[config.mk]
export PLATFORM = sky130hd
export DESIGN_NAME = sid_osc_bank
export DESIGN_NICKNAME = d
export VERILOG_FILES = /design/src/rtl/sid_osc_bank.sv
export SDC_FILE = /design/constraint.sdc
export NUM_CORES = 1
export LEC_CHECK = 0
export ABC_AREA = 1
export CAP_MARGIN = 10
export CELL_PAD_IN_SITES_DETAIL_PLACEMENT = 0
export CELL_PAD_IN_SITES_GLOBAL_PLACEMENT = 1
export CORE_MARGIN = 2
export CORE_UTILIZATION = 45
export DETAILED_ROUTE_END_ITERATION = 7
export PLACE_DENSITY = 0.91
export SETUP_SLACK_MARGIN = 0.1
export SLEW_MARGIN = 20
export SYNTH_ARGS = -nofsm -noshare
export SYNTH_HDL_FRONTEND = slang
export SYNTH_SLANG_ARGS = --single-unit
[constraint.sdc]
create_clock -name clk -period 2.2 [get_ports clk]
set_input_delay 0.55 -clock clk [delete_from_list [all_inputs] [get_ports clk]]
set_output_delay 0.55 -clock clk [all_outputs]
set_load 0.02 [all_outputs]
[src/rtl/sid_osc_bank.sv]
// N-voice SID oscillator bank: phase accumulators, noise LFSRs, waveform generators and mixers.
// Latency: phase update on clkEn edge k -> waveform register at k+1 -> oVoices at k+2; oOsc3 on clkEn.
// Backpressure: none; register writes and clkEn ticks are accepted unconditionally every cycle.
module sid_osc_bank #(
  parameter int NUM_VOICES  = 3,
  parameter int ACC_WIDTH   = 24,
  parameter int NOISE_TAP   = 19,
  parameter int BASE_ADDR   = 0,
  parameter int COMBINE_AND = 0
) (
  input  logic                    clk,
  input  logic                    iRst,
  input  logic                    clkEn,
  input  logic                    iWE,
  input  logic [4:0]              iAddr,
  input  logic [7:0]              iData,
  output logic [NUM_VOICES-1:0]   oMSB,
  output logic [12*NUM_VOICES-1:0] oVoices,
  output logic [7:0]              oOsc3
);

  localparam logic [22:0] LFSR_SEED = 23'h7FFFFF;

  for (genvar i = 0; i < NUM_VOICES; i++) begin : gVoice
    // Sync/ring source is the previous voice, wrapping so voice 0 follows the last one
    localparam int SRC = (i == 0) ? NUM_VOICES - 1 : i - 1;
    localparam logic [4:0] ADDR_FLO = 5'(BASE_ADDR + 7*i + 0);
    localparam logic [4:0] ADDR_FHI = 5'(BASE_ADDR + 7*i + 1);
    localparam logic [4:0] ADDR_PLO = 5'(BASE_ADDR + 7*i + 2);
    localparam logic [4:0] ADDR_PHI = 5'(BASE_ADDR + 7*i + 3);
    localparam logic [4:0] ADDR_CTL = 5'(BASE_ADDR + 7*i + 4);

    logic [15:0]          freq;
    logic [11:0]          pw;
    logic                 noiseEn, pulseEn, sawEn, triEn, testBit, ringBit, syncBit;
    logic [ACC_WIDTH-1:0] phase;
    logic                 srcLag, tapLag, testLag;
    logic [22:0]          lfsr;
    logic [11:0]          sawW, triW, pulseW, noiseW, mix, mixNext;
    logic [11:0]          top;
    logic                 srcMsb;

    assign srcMsb  = oMSB[SRC];
    assign oMSB[i] = phase[ACC_WIDTH-1];
    assign top     = phase[ACC_WIDTH-1 -: 12];
    assign oVoices[12*i +: 12] = mix;

    // Voice register file, written from the bus decoder
    always_ff @(posedge clk) begin
      if (iRst) begin
        freq <= '0;
        pw   <= '0;
        {noiseEn, pulseEn, sawEn, triEn, testBit, ringBit, syncBit} <= '0;
      end else if (iWE) begin
        if (iAddr == ADDR_FLO) freq[7:0]  <= iData;
        if (iAddr == ADDR_FHI) freq[15:8] <= iData;
        if (iAddr == ADDR_PLO) pw[7:0]    <= iData;
        if (iAddr == ADDR_PHI) pw[11:8]   <= iData[3:0];
        if (iAddr == ADDR_CTL)
          {noiseEn, pulseEn, sawEn, triEn, testBit, ringBit, syncBit} <= iData[7:1];
      end
    end

    // Phase accumulator with test/hard-sync reset and the noise LFSR, advanced on each tick
    always_ff @(posedge clk) begin
      if (iRst) begin
        phase   <= '0;
        srcLag  <= 1'b0;
        tapLag  <= 1'b0;
        testLag <= 1'b0;
        lfsr    <= LFSR_SEED;
      end else if (clkEn) begin
        srcLag  <= srcMsb;
        tapLag  <= phase[NOISE_TAP];
        testLag <= testBit;
        if (testBit)
          phase <= '0;
        else if (syncBit && srcMsb && !srcLag)
          phase <= '0;
        else
          phase <= phase + ACC_WIDTH'(freq);
        // Holding during test and reseeding on release also pulls a stuck all-zero LFSR out
        if (testBit || testLag)
          lfsr <= LFSR_SEED;
        else if (phase[NOISE_TAP] && !tapLag)
          lfsr <= {lfsr[21:0], lfsr[22] ^ lfsr[17]};
      end
    end

    // Waveform generators, one register stage after the accumulator
    always_ff @(posedge clk) begin
      if (iRst) begin
        sawW   <= '0;
        pulseW <= '0;
        triW   <= '0;
        noiseW <= '0;
      end else begin
        sawW   <= top;
        pulseW <= (top >= pw) ? 12'hFFF : 12'h000;
        triW   <= (phase[ACC_WIDTH-1] ^ (ringBit & srcMsb)) ? ~phase[ACC_WIDTH-2 -: 12]
                                                            :  phase[ACC_WIDTH-2 -: 12];
        noiseW <= {lfsr[20], lfsr[18], lfsr[14], lfsr[11], lfsr[9], lfsr[5], lfsr[2], lfsr[0], 4'b0000};
      end
    end

    // Combine enabled waveforms; AND mode starts from all-ones, silence forces zero
    always_comb begin
      mixNext = (COMBINE_AND != 0) ? 12'hFFF : 12'h000;
      if (triEn)   mixNext = (COMBINE_AND != 0) ? (mixNext & triW)   : (mixNext ^ triW);
      if (sawEn)   mixNext = (COMBINE_AND != 0) ? (mixNext & sawW)   : (mixNext ^ sawW);
      if (pulseEn) mixNext = (COMBINE_AND != 0) ? (mixNext & pulseW) : (mixNext ^ pulseW);
      if (noiseEn) mixNext = (COMBINE_AND != 0) ? (mixNext & noiseW) : (mixNext ^ noiseW);
      if (!(triEn || sawEn || pulseEn || noiseEn)) mixNext = 12'h000;
    end

    // Mixer output register
    always_ff @(posedge clk) begin
      if (iRst) mix <= '0;
      else      mix <= mixNext;
    end
  end

  // OSC3 readback: snapshot of the last voice's upper mix bits once per tick
  always_ff @(posedge clk) begin
    if (iRst)       oOsc3 <= '0;
    else if (clkEn) oOsc3 <= oVoices[12*NUM_VOICES-1 -: 8];
  end

endmodule
==> metrics.cfg <==
[placement]
port-buffer-count=63
gp_congestion=0.929
hpwl_mm=38.9
dp_cells=3215

[clock_tree]
cts_sinks=398
cts_root_buffer=clkbuf_16
cts_tree=built
clk_latency_ns=0.58
cts_buffers=43
clockBufferDepth=3
h-tree-depth=2
ctsHoldBuffers=0
clk_pin_slew_ns=0.06

[layout]
nets=2832
fillers=3981
drive_gt1_share_pct=7.75
area_delta_synth_final_pct=17.1
fin_util_pct=53.7
num_antenna_cells=0
stdcell_count=3295

[routing]
drtIter0Drc=1154
routedWlPerCell_um=16.1
dr.pass1.iters=5
routed-via-count=17300
postRouteAntennaNets=0
routed_wl_mm=53.0
drt-vias-per-instance=5.25
drc=0

[yosys]
yosysWarnings=0
synth_seq_area_share_pct=42.3
synth_seq_cells=398
synth_enable_flop_cells=0
netlist-cell-type-count=39
ys.flop_type=dfxtp_1
async_flop_share_pct=0
synthCells=2631
synth_area_mm2=0.0188
synth_fp_nets=2735
syn_area_per_cell_um2=7.16

[timing]
fin_crit_ns=2.06
finalSetupViolations=0
worstMarginPinSlew_ns=0.680
fmax_mhz=486
period_share_pct=93.6
rsz0062_at_grt=no
finalHoldViolations=0
final.setup_skew_ns=0.0260
tns_ns=0
final_max_slew_viol_count=0
relSlewSlack_pct=54.5

[setup_path]
arrival_ns=1.51
worstPathRequired_ns=1.65
cp-start-kind=flop
crit_buf_inv=1
reg2reg_depth=13
path_class=flop to primary output
r2r-start=gVoice[0].freq[0]$_SDFFE_PP0P_
critPathTopFamily=buffers and inverters
r2r_slack_ns=0.25
cp_cell_sequence=clkdlybuf4s50_1
path_max_fanout=1
critPathMaxStageDelay_ns=0.63
cp-end-kind=primary output
crit_path_top_delay_cell=clkdlybuf4s50_1
r2r_end=gVoice[0].phase[20]$_SDFFE_PP0P_

[power]
p_per_area_mw_per_mm2=713
p_leak_nw=9.55
p_total_w=0.0157
ir_drop_mv=0.537

[flow_run]
drv_cap=0

[floorplan]
start_util_pct=45.8
die-area_mm2=0.0435
die_h_um=209
core_mm2=0.0411
die_x_um=209
rows=74
ios=64

[grt]
grt_util_met3_pct=3.01
grt_usage_pct=24.2
grt.busiest_layer=met2
grtUsageMet2_pct=41.5
overflow=0
antenna_found_initial=0
grt_pass1_wl_mm=84.7
use_met1_pct=30.7
grt_pass1_vias=16600
grt_max_degree=72

[min_path]
hold_start=iRst
worstHoldPathCells=2
holdCritPathClass=primary input to flop
worst_hold_path.endpoint=gVoice[1].sawW[10]$_SDFF_PP0_

[status]
run_status=complete, no violations

cell families after synthesis:
kind of cell,synth area share (%)
buffers and inverters,7.72
flip-flops,42.3
AO/OA/AOI/OAI,14.9
XOR/XNOR,3.62
AND/OR/NAND/NOR,25.5
adder cells (fa/ha/maj),5.90
synth_stat cells, types with 3 or more instances:
| library cell | instances | area share, % |
|---|---|---|
| o22ai_1 | 72 | 2.4 |
| a21oi_1 | 245 | 6.5 |
| nand3b_1 | 16 | 0.64 |
| nor2_4 | 4 | 0.24 |
| o21ai_1 | 8 | 0.21 |
| xnor2_1 | 44 | 2.0 |
| nand2_1 | 698 | 14 |
| and2_1 | 7 | 0.23 |
| xor2_1 | 34 | 1.6 |
| o31ai_1 | 3 | 0.12 |
| ha_1 | 84 | 5.6 |
| a211oi_1 | 3 | 0.12 |
| inv_2 | 12 | 0.24 |
| nand3_1 | 117 | 3.1 |
| fa_1 | 3 | 0.32 |
| dfxtp_1 | 398 | 42 |
| nor3_2 | 3 | 0.16 |
| a21boi_0 | 3 | 0.12 |
| nor4_1 | 3 | 0.10 |
| buf_1 | 6 | 0.12 |
| or2_2 | 23 | 0.76 |
| inv_1 | 263 | 5.2 |
| clkbuf_1 | 58 | 1.2 |
| a31oi_1 | 5 | 0.17 |
| nor3_1 | 21 | 0.56 |
| nand4_1 | 21 | 0.70 |
| o21ai_0 | 173 | 4.6 |
| a32o_1 | 7 | 0.37 |
| nor2_1 | 251 | 5.0 |
| buf_2 | 31 | 0.82 |
| buf_4 | 3 | 0.12 |
power by group:
group	total, W	internal, W	switching [W]
clock network	0.00772	0.00469	0.00303
registers	0.00732	0.00728	0.0000366
logic	0.000686	0.000231	0.000455
state kept, by name, indices dropped and copies added (netlist names), 8 cells and up:
signal,cells
gVoice.pw,36
oOsc3,8
gVoice.freq,48
gVoice.noiseW,24
gVoice.lfsr,69
gVoice.phase,72
gVoice.triW,36
gVoice.mix,36
gVoice.sawW,36
repair_timing:
action / 4_1_cts / 5_1_grt
gates resized for setup: 18 / 10
endpoints found under the setup margin: 18 / 10
gates cloned: 0 / 0
setup buffers: 0 / 0
layout make-up:
type	count	area [um^2]	area share (%)
Multi-Input combinational cell	1859	9430	42.8
Sequential cell	398	7970	36.1
Timing Repair Buffer	151	1420	6.43
Clock buffer	70	1390	6.30
Inverter	275	1040	4.70
Tap cell	532	666	3.02
Clock inverter	10	151	0.686
per-layer routing:
| layer | vias to the layer above | share of wire [%] |
|---|---|---|
| met3 | 119 | 4.4 |
| met5 | - | 0 |
| li1 | 8761 | - |
| met2 | 394 | 48 |
| met4 | 0 | 3.6 |
| met1 | 8012 | 44 |
worst max-delay path by stage:
stage | depth (start not counted) | to | from | slack [ns]
6_report | 1 | oVoices[9] | gVoice[0].mix[9]$_SDFF_PP0_ | 0.14
5_1_grt | 1 | oVoices[10] | gVoice[0].mix[10]$_SDFF_PP0_ | 0.10
4_1_cts | 1 | oVoices[10] | gVoice[0].mix[10]$_SDFF_PP0_ | 0.10
3_5_place_dp | 10 | gVoice[0].freq[0]$_SDFFE_PP0P_ | iWE | -0.02
3_3_place_gp | 7 | gVoice[1].phase[13]$_SDFFE_PP0P_ | clkEn | -0.05
2_1_floorplan | 10 | gVoice[0].phase[16]$_SDFFE_PP0P_ | gVoice[0].freq[0]$_SDFFE_PP0P_ | 0.51
cell usage in the layout, fill, tap and decap left out, types with 72 or more instances in the layout:
master / synthesis / final
ha_1: 84 / 84
buf_4: 3 / 78
nand3_1: 117 / 116
nand2_1: 698 / 698
a21oi_1: 245 / 245
o21ai_0: 173 / 172
inv_1: 263 / 262
nor2_1: 251 / 251
dfxtp_1: 398 / 398
o22ai_1: 72 / 72
through the flow:
| stage | instance area, um^2 | hold slack, ns | setup slack (ns) |
|---|---|---|---|
| floorplan | 18800 | 0.417 | 0.513 |
| global placement | 20500 | 0.433 | -0.0503 |
| detailed placement | 20500 | 0.435 | -0.0239 |
| CTS | 22000 | 0.342 | 0.103 |
| global route | 22100 | 0.381 | 0.101 |
| finish | 22100 | 0.372 | 0.142 |
(Power assumes the default switching activity.)
